File: config.mk
export PLATFORM = sky130hd
export DESIGN_NAME = exe_stage
export DESIGN_NICKNAME = d
export VERILOG_FILES = /design/src/rtl/exe_pkg.sv /design/src/rtl/mc_muldiv.sv /design/src/rtl/exe_stage.sv
export SDC_FILE = /design/constraint.sdc
export NUM_CORES = 1
export LEC_CHECK = 0
export ABC_AREA = 1
export CAP_MARGIN = 20
export CORE_MARGIN = 2
export CORE_UTILIZATION = 30
export CTS_CLUSTER_DIAMETER = 80
export DETAILED_ROUTE_END_ITERATION = 6
export MAX_ROUTING_LAYER = met4
export PLACE_DENSITY = 0.56
export SLEW_MARGIN = 15
export SYNTH_ARGS = -nofsm -noshare
export SYNTH_HDL_FRONTEND = slang
export SYNTH_HIERARCHICAL = 1
export SYNTH_SLANG_ARGS = --single-unit
File: constraint.sdc
create_clock -name clk -period 5 [get_ports clk]
set_clock_uncertainty 0.2 [all_clocks]
set_input_delay 0.75 -clock clk [delete_from_list [all_inputs] [get_ports clk]]
set_output_delay 0.75 -clock clk [all_outputs]
set_load 0.02 [all_outputs]
File: src/rtl/exe_pkg.sv
// Shared encodings for the execute stage: ALU opcodes, branch types,
// multicycle FSM states and iteration count.
package exe_pkg;

   localparam int unsigned MC_ITER = 32;

   localparam logic [3:0] CMD_ADD  = 4'd0;
   localparam logic [3:0] CMD_SUB  = 4'd1;
   localparam logic [3:0] CMD_AND  = 4'd2;
   localparam logic [3:0] CMD_OR   = 4'd3;
   localparam logic [3:0] CMD_NOR  = 4'd4;
   localparam logic [3:0] CMD_XOR  = 4'd5;
   localparam logic [3:0] CMD_SLL  = 4'd6;
   localparam logic [3:0] CMD_SRL  = 4'd7;
   localparam logic [3:0] CMD_SRA  = 4'd8;
   localparam logic [3:0] CMD_MUL  = 4'd10;
   localparam logic [3:0] CMD_DIVU = 4'd11;

   localparam logic [1:0] BR_NONE = 2'd0;
   localparam logic [1:0] BR_BEZ  = 2'd1;
   localparam logic [1:0] BR_BNE  = 2'd2;
   localparam logic [1:0] BR_JMP  = 2'd3;

   typedef enum logic [1:0] {
      ST_IDLE,
      ST_BUSY,
      ST_DONE
   } mc_state_e;

endpackage

File: src/rtl/mc_muldiv.sv
// Iterative 32-step unit: shift-add multiply (low word) and restoring
// unsigned divide (quotient). o_busy doubles as the pipeline stall request.
module mc_muldiv
   import exe_pkg::*;
(
   input  logic        clk,
   input  logic        rst,
   input  logic        i_start,
   input  logic        i_is_div,
   input  logic [31:0] i_op_a,
   input  logic [31:0] i_op_b,
   output logic        o_busy,
   output logic        o_done,
   output logic [31:0] o_result
);

   mc_state_e   r_state;
   mc_state_e   w_state_next;
   logic [4:0]  r_count;
   logic        r_is_div;
   logic [31:0] r_a;       // multiplicand, or dividend shifting into quotient
   logic [31:0] r_b;       // multiplier, or divisor
   logic [31:0] r_acc;     // product accumulator, or partial remainder
   logic [31:0] r_result;

   logic        w_last;
   logic [31:0] w_mul_acc;
   logic [32:0] w_shift_rem;
   logic [31:0] w_diff;
   logic        w_ge;
   logic [31:0] w_rem_next;
   logic [31:0] w_quot_next;

   assign w_last      = (r_count == 5'(MC_ITER - 1));
   assign w_mul_acc   = r_b[0] ? (r_acc + r_a) : r_acc;
   assign w_shift_rem = {r_acc, r_a[31]};
   assign w_ge        = (w_shift_rem >= {1'b0, r_b});
   assign w_diff      = w_shift_rem[31:0] - r_b;
   assign w_rem_next  = w_ge ? w_diff : w_shift_rem[31:0];
   assign w_quot_next = {r_a[30:0], w_ge};

   always_ff @(posedge clk or posedge rst) begin
      if (rst) r_state <= ST_IDLE;
      else     r_state <= w_state_next;
   end

   always_comb begin
      w_state_next = r_state;
      o_busy       = 1'b0;
      o_done       = 1'b0;
      case (r_state)
         ST_IDLE: begin
            o_busy = i_start;
            if (i_start) w_state_next = ST_BUSY;
         end
         ST_BUSY: begin
            o_busy = 1'b1;
            if (w_last) w_state_next = ST_DONE;
         end
         ST_DONE: begin
            o_done       = 1'b1;
            w_state_next = ST_IDLE;
         end
         default: w_state_next = ST_IDLE;
      endcase
   end

   always_ff @(posedge clk or posedge rst) begin
      if (rst) begin
         r_count  <= '0;
         r_is_div <= 1'b0;
         r_a      <= '0;
         r_b      <= '0;
         r_acc    <= '0;
         r_result <= '0;
      end else begin
         case (r_state)
            ST_IDLE: begin
               if (i_start) begin
                  r_a      <= i_op_a;
                  r_b      <= i_op_b;
                  r_acc    <= '0;
                  r_count  <= '0;
                  r_is_div <= i_is_div;
               end
            end
            ST_BUSY: begin
               r_count <= r_count + 5'd1;
               if (r_is_div) begin
                  r_a   <= w_quot_next;
                  r_acc <= w_rem_next;
               end else begin
                  r_a   <= r_a << 1;
                  r_b   <= r_b >> 1;
                  r_acc <= w_mul_acc;
               end
               if (w_last) r_result <= r_is_div ? w_quot_next : w_mul_acc;
            end
            default: ;
         endcase
      end
   end

   assign o_result = r_result;

endmodule

File: src/rtl/exe_stage.sv
// MIPS execute stage: combinational ALU and branch resolution, with MUL/DIVU
// delegated to the iterative unit that stalls the front of the pipeline.
module exe_stage
   import exe_pkg::*;
(
   input  logic        clk,
   input  logic        rst,
   input  logic [31:0] val1,
   input  logic [31:0] val2,
   input  logic [31:0] reg2,
   input  logic [3:0]  exe_cmd,
   input  logic [1:0]  br_type,
   input  logic [31:0] pc,
   output logic [31:0] alu_result,
   output logic        br_taken,
   output logic [31:0] br_addr,
   output logic        mc_stall
);

   logic        w_is_mc;
   logic        w_mc_busy;
   logic        w_mc_done;
   logic [31:0] w_mc_result;
   logic [31:0] w_alu;
   logic [4:0]  w_shamt;
   logic        w_br_cond;

   assign w_is_mc = (exe_cmd == CMD_MUL) || (exe_cmd == CMD_DIVU);
   assign w_shamt = val2[4:0];

   mc_muldiv u_mc (
      .clk      (clk),
      .rst      (rst),
      .i_start  (w_is_mc),
      .i_is_div (exe_cmd == CMD_DIVU),
      .i_op_a   (val1),
      .i_op_b   (val2),
      .o_busy   (w_mc_busy),
      .o_done   (w_mc_done),
      .o_result (w_mc_result)
   );

   always_comb begin
      w_alu = '0;
      case (exe_cmd)
         CMD_ADD: w_alu = val1 + val2;
         CMD_SUB: w_alu = val1 - val2;
         CMD_AND: w_alu = val1 & val2;
         CMD_OR:  w_alu = val1 | val2;
         CMD_NOR: w_alu = ~(val1 | val2);
         CMD_XOR: w_alu = val1 ^ val2;
         CMD_SLL: w_alu = val1 << w_shamt;
         CMD_SRL: w_alu = val1 >> w_shamt;
         CMD_SRA: w_alu = $signed(val1) >>> w_shamt;
         default: w_alu = '0;
      endcase
   end

   always_comb begin
      w_br_cond = 1'b0;
      case (br_type)
         BR_BEZ:  w_br_cond = (val1 == '0);
         BR_BNE:  w_br_cond = (val1 != reg2);
         BR_JMP:  w_br_cond = 1'b1;
         default: w_br_cond = 1'b0;
      endcase
   end

   // In DONE the ID/EX inputs still hold the frozen MUL/DIVU; the latched result wins.
   assign alu_result = w_mc_done ? w_mc_result : w_alu;
   assign mc_stall   = w_mc_busy;
   assign br_taken   = w_br_cond & ~w_mc_busy;
   assign br_addr    = pc + {val2[29:0], 2'b00};

endmodule

==> results.txt <==
----------------------------------------------------
[Clock network]
  Insertion delay to the later sink of the worst-skew pair ... 0.44 ns
  Total CTS buffers ... 17
  TritonCTS clock tree ... built
  Number of H-tree levels ... 4
  Clock sink total ... around 140
  Master cell of the clock root buffer ... clkbuf_16
  Maximum count of clock buffers along a single path ... 2
  Hold-fix buffers at CTS ... 0
  Clock-pin slew reported for the worst setup and hold paths after clock tree synthesis ... roughly 0.060 ns

[Setup path]
  Number of stages on the worst setup path ... 21
  Largest stage delay on the critical path ... around 0.57 ns
  Arrival time at the worst endpoint ... between 4 and 5 ns
  Series of cell instances along the critical path ... clkdlybuf4s50_1 > inv_1 > buf_4 > nand2_1 > buf_4 > nor2_1 > a31oi_1 > xor2_1 > ha_2 > inv_1 > o21bai_1 > a21oi_1 > nand2_1 > a21oi_2 > nand2_1 > nand2_1 > nand3_2 > nand2_1 > nand2_1 > nand2_1 > buf_2
  CP Buf/Inv Count ... 6
  Kind of critical path ... primary input to primary output
  Worst reg2reg endpoint ... u_mc/o_result[0]
  Maximum net fanout on the critical path ... 4
  Worst setup path startpoint ... val2[26]
  Worst R2R Start ... u_mc/r_acc[16]
  Slack of the worst reg-to-reg path ... around 1.3 ns
  Depth of the worst register-to-register path ... 12
  Timing endpoint of the critical path ... alu_result[30]
  Most used cell, CP ... nand2_1
  Startpoint types ... primary input
  Critical Path RT ... 4.05 ns
  Family of cells with the greatest summed delay on the critical path ... buffers and inverters
  Crit path max-delay cell type ... clkdlybuf4s50_1
  Category of the worst setup path capture point ... primary output

[Global routing]
  Global-route wire length before repair ... 182,000 µm
  Number of antenna violations at the first check in global routing ... 7
  Total grt overflow ... 0
  Maximum number of pins on one net before global-route repair ... 92
  Via count of the first global-routing pass ... 27,200
  Global routing usage summed across all routing layers ... between 30% and 40%

[Hold path]
  HP Class ... flop to flop
  Count of cells along the worst hold path ... 2

[Placed design]
  Count of input and output buffers ... about 200
  Post-DP HPWL ... 106,000 µm
  Gp weighted congestion ... 1.05
  Placement Setup Slack ... -0.768 ns

[Power and ir drop]
  Peak ir drop on the vdd network ... between 300 and 400 µV
  Power per Cell Area ... around 460 nW/µm²
  Cell leakage power ... roughly 16 nW

[Yosys]
  Net count after synthesis ... around 4,400
  Flip-flop and latch count after synthesis ... 136
  Avg Synthesized Cell Area ... around 5.7 µm²
  Netlist Area Pre-Place ... between 20,000 and 25,000 µm²
  Number of enable-type register cells in the synthesized netlist ... 0
  Sequential fraction of the synthesis area ... between 10% and 20%
  Number of unique standard cell types used by synthesis ... a little over 60
  Post-Synthesis Cells ... slightly above 4,000
  Asr flop ratio synth ... 100%
  Primary flip-flop cell chosen by synthesis mapping ... dfrtp_1
  Total of warnings raised by yosys ... 6

[STA]
  Worst-margin pin slew ... ~1.1 ns
  Number of slew-limit violations in the final report ... 0
  Setup_tns ... 0 ns
  Final hold violations ... 0
  Achievable clock frequency ... between 0.2 and 0.25 GHz
  Number of failing setup endpoints in the final timing report ... 0
  Period Utilization, post-route ... 99.4%
  Setup slack after layout ... 0.0281 ns
  Unrepaired setup endpoints after global routing ... true
  Final period demand of the worst path ... ~5 ns
  Max transition margin ... 27.1%

[Floorplanning]
  Core area ... 76,200 µm²
  Die footprint ... 79,300 µm²
  I/O pin total ... ~200
  Vertical extent of the die ... approximately 280 µm
  Initial cell density of the core ... between 30 and 40%
  Number of rows in the core area ... between 100 and 150
  Horiz. Die Dim ... between 200 and 300 µm

[Routing]
  Routed vias ... just under 30,000
  DRT antenna net count ... 0
  First-pass iteration count of the detailed router ... 5
  Initial detailed-routing violation count ... around 3,000
  Avg Vias per Cell ... about 5.2
  Residual DRC count ... 0
  Post-detailed-routing wire length ... roughly 130,000 µm
  Average detailed-routed wire length per instance ... 22.7 µm

[Final layout]
  Area Overhead vs Synth ... 29.4%
  Number of nets in the layout ... 4,867
  Fraction of layout cells with a size suffix above 1 ... about 16%

[Flow run]
  Max-Cap Viols ... 0

[Run status]
  Status ... complete, no violations

----------------------------------------------------
worst reg2reg max path, delay by kind of cell, from the launching register on:
family | cells | cell delay, ns
AND/OR/NAND/NOR | 10 | 2.13
flip-flops | 1 | 0.63
adder cells (fa/ha/maj) | 1 | 0.40
AO/OA/AOI/OAI | 1 | 0.22
sequential cells by signal (all words and copies together) (netlist names):
name / count
u_mc/o_result: 32
u_mc/r_a: 32
u_mc/r_acc: 32
u_mc/r_b: 32
u_mc/r_count: 5
u_mc/r_is_div: 1
u_mc/r_state: 2
synthesized netlist by cell type (15+ instances only):
cell	n	share of area, %
nand2_1	1482	24
inv_1	513	8.3
nand3_1	485	10
nor2_1	252	4.1
a21oi_1	191	4.1
ha_1	191	10
dfrtp_1	136	15
o21ai_0	133	2.9
o211ai_1	83	2.7
nor3_1	69	1.5
xor2_1	67	2.5
nand4_1	59	1.6
buf_2	52	1.1
clkbuf_1	46	0.75
a221oi_1	36	1.4
xnor2_1	33	1.2
nand3b_1	23	0.75
or2_2	23	0.62
o21ai_1	22	0.48
inv_2	17	0.28
and2_1	15	0.41
buf_4	15	0.49
layout by cell type (no fill, tap or decap), drive strengths merged, types with 5 or more instances in the layout:
master | synthesis | final
a21o | 5 | 5
a21oi | 192 | 192
a221oi | 36 | 36
a31oi | 7 | 7
and2 | 15 | 15
buf | 91 | 403
clkbuf | 49 | 26
clkdlybuf4s50 | 0 | 141
clkinv | 1 | 6
clkinvlp | 0 | 5
dfrtp | 136 | 136
dlygate4sd2 | 0 | 12
dlymetal6s2s | 0 | 10
ha | 191 | 191
inv | 534 | 534
nand2 | 1499 | 1499
nand3 | 489 | 489
nand3b | 23 | 23
nand4 | 59 | 59
nor2 | 272 | 272
nor3 | 70 | 70
nor4 | 11 | 11
o211ai | 84 | 84
o21ai | 156 | 156
o21bai | 13 | 13
or2 | 24 | 24
xnor2 | 33 | 33
xor2 | 67 | 67
how the worst min path moves through the flow:
stage	start	to
floorplan	u_mc/o_result[30]	u_mc/o_result[30]
global placement	u_mc/o_result[10]	u_mc/o_result[10]
detailed placement	u_mc/o_result[4]	u_mc/o_result[4]
CTS	u_mc/o_result[4]	u_mc/o_result[4]
global route	u_mc/o_result[3]	u_mc/o_result[3]
finish	u_mc/o_result[5]	u_mc/o_result[5]
final cells by class:
class | instances | area [µm²]
Antenna cell | 4 | 10.0
Fill cell | 8525 | 46300
Sequential cell | 136 | 3400
Clock inverter | 11 | 100
Clock buffer | 21 | 450
Multi-Input combinational cell | 3274 | 17800
Inverter | 535 | 2030
Timing Repair Buffer | 572 | 4850
Tap cell | 1030 | 1290
through the flow:
step / instance area (µm²) / hold WS, ns / power, mW / cells / util (%)
floorplan: 23100 / 0.249 / 8.83 / 4087 / -
global placement: 28500 / 0.267 / 12.1 / 5532 / 37.4
detailed placement: 28500 / 0.268 / 12.1 / 5532 / 37.4
CTS: 29400 / 0.284 / 13.4 / 5574 / 38.6
global route: 29900 / 0.306 / 15.0 / 5583 / 39.3
finish: 29900 / 0.278 / 13.7 / 5583 / 39.3
repair_timing:
action                                  in CTS  in global routing
gates cloned                                 0                  1
pin swaps                                   37                 68
endpoints found under the setup margin      30                 36
resized for setup                          221                164
setup buffers                               10                  4
report_power, final:
| group | leakage (nW) | switching, mW | internal, mW | total, mW |
|---|---|---|---|---|
| registers | 1.50 | 0.581 | 1.58 | 2.16 |
| clock network | 0.256 | 0.509 | 0.695 | 1.20 |
| logic | 14.0 | 6.86 | 3.45 | 10.3 |
| total | 15.7 | 7.95 | 5.73 | 13.7 |
routing by layer:
layer	global-route usage (%)	share of wire (%)
met5	-	0
met4	9.33	3.2
met3	3.96	8.0
met2	46.9	42
met1	46.2	47
logic make-up (layout without fill, tap and decap cells):
kind of cell	after synthesis	count (layout)	synth area share, %
xor+xnor	100	100	3.79
fa+ha+maj	195	195	10.7
other cells	0	4	0
compound gates	510	510	13.1
simple gates	2467	2467	45.6
flops	136	136	14.7
mux	2	2	0.0919
buf+inv	677	1139	12.0
Note: power is estimated with default switching activity, not from simulation.
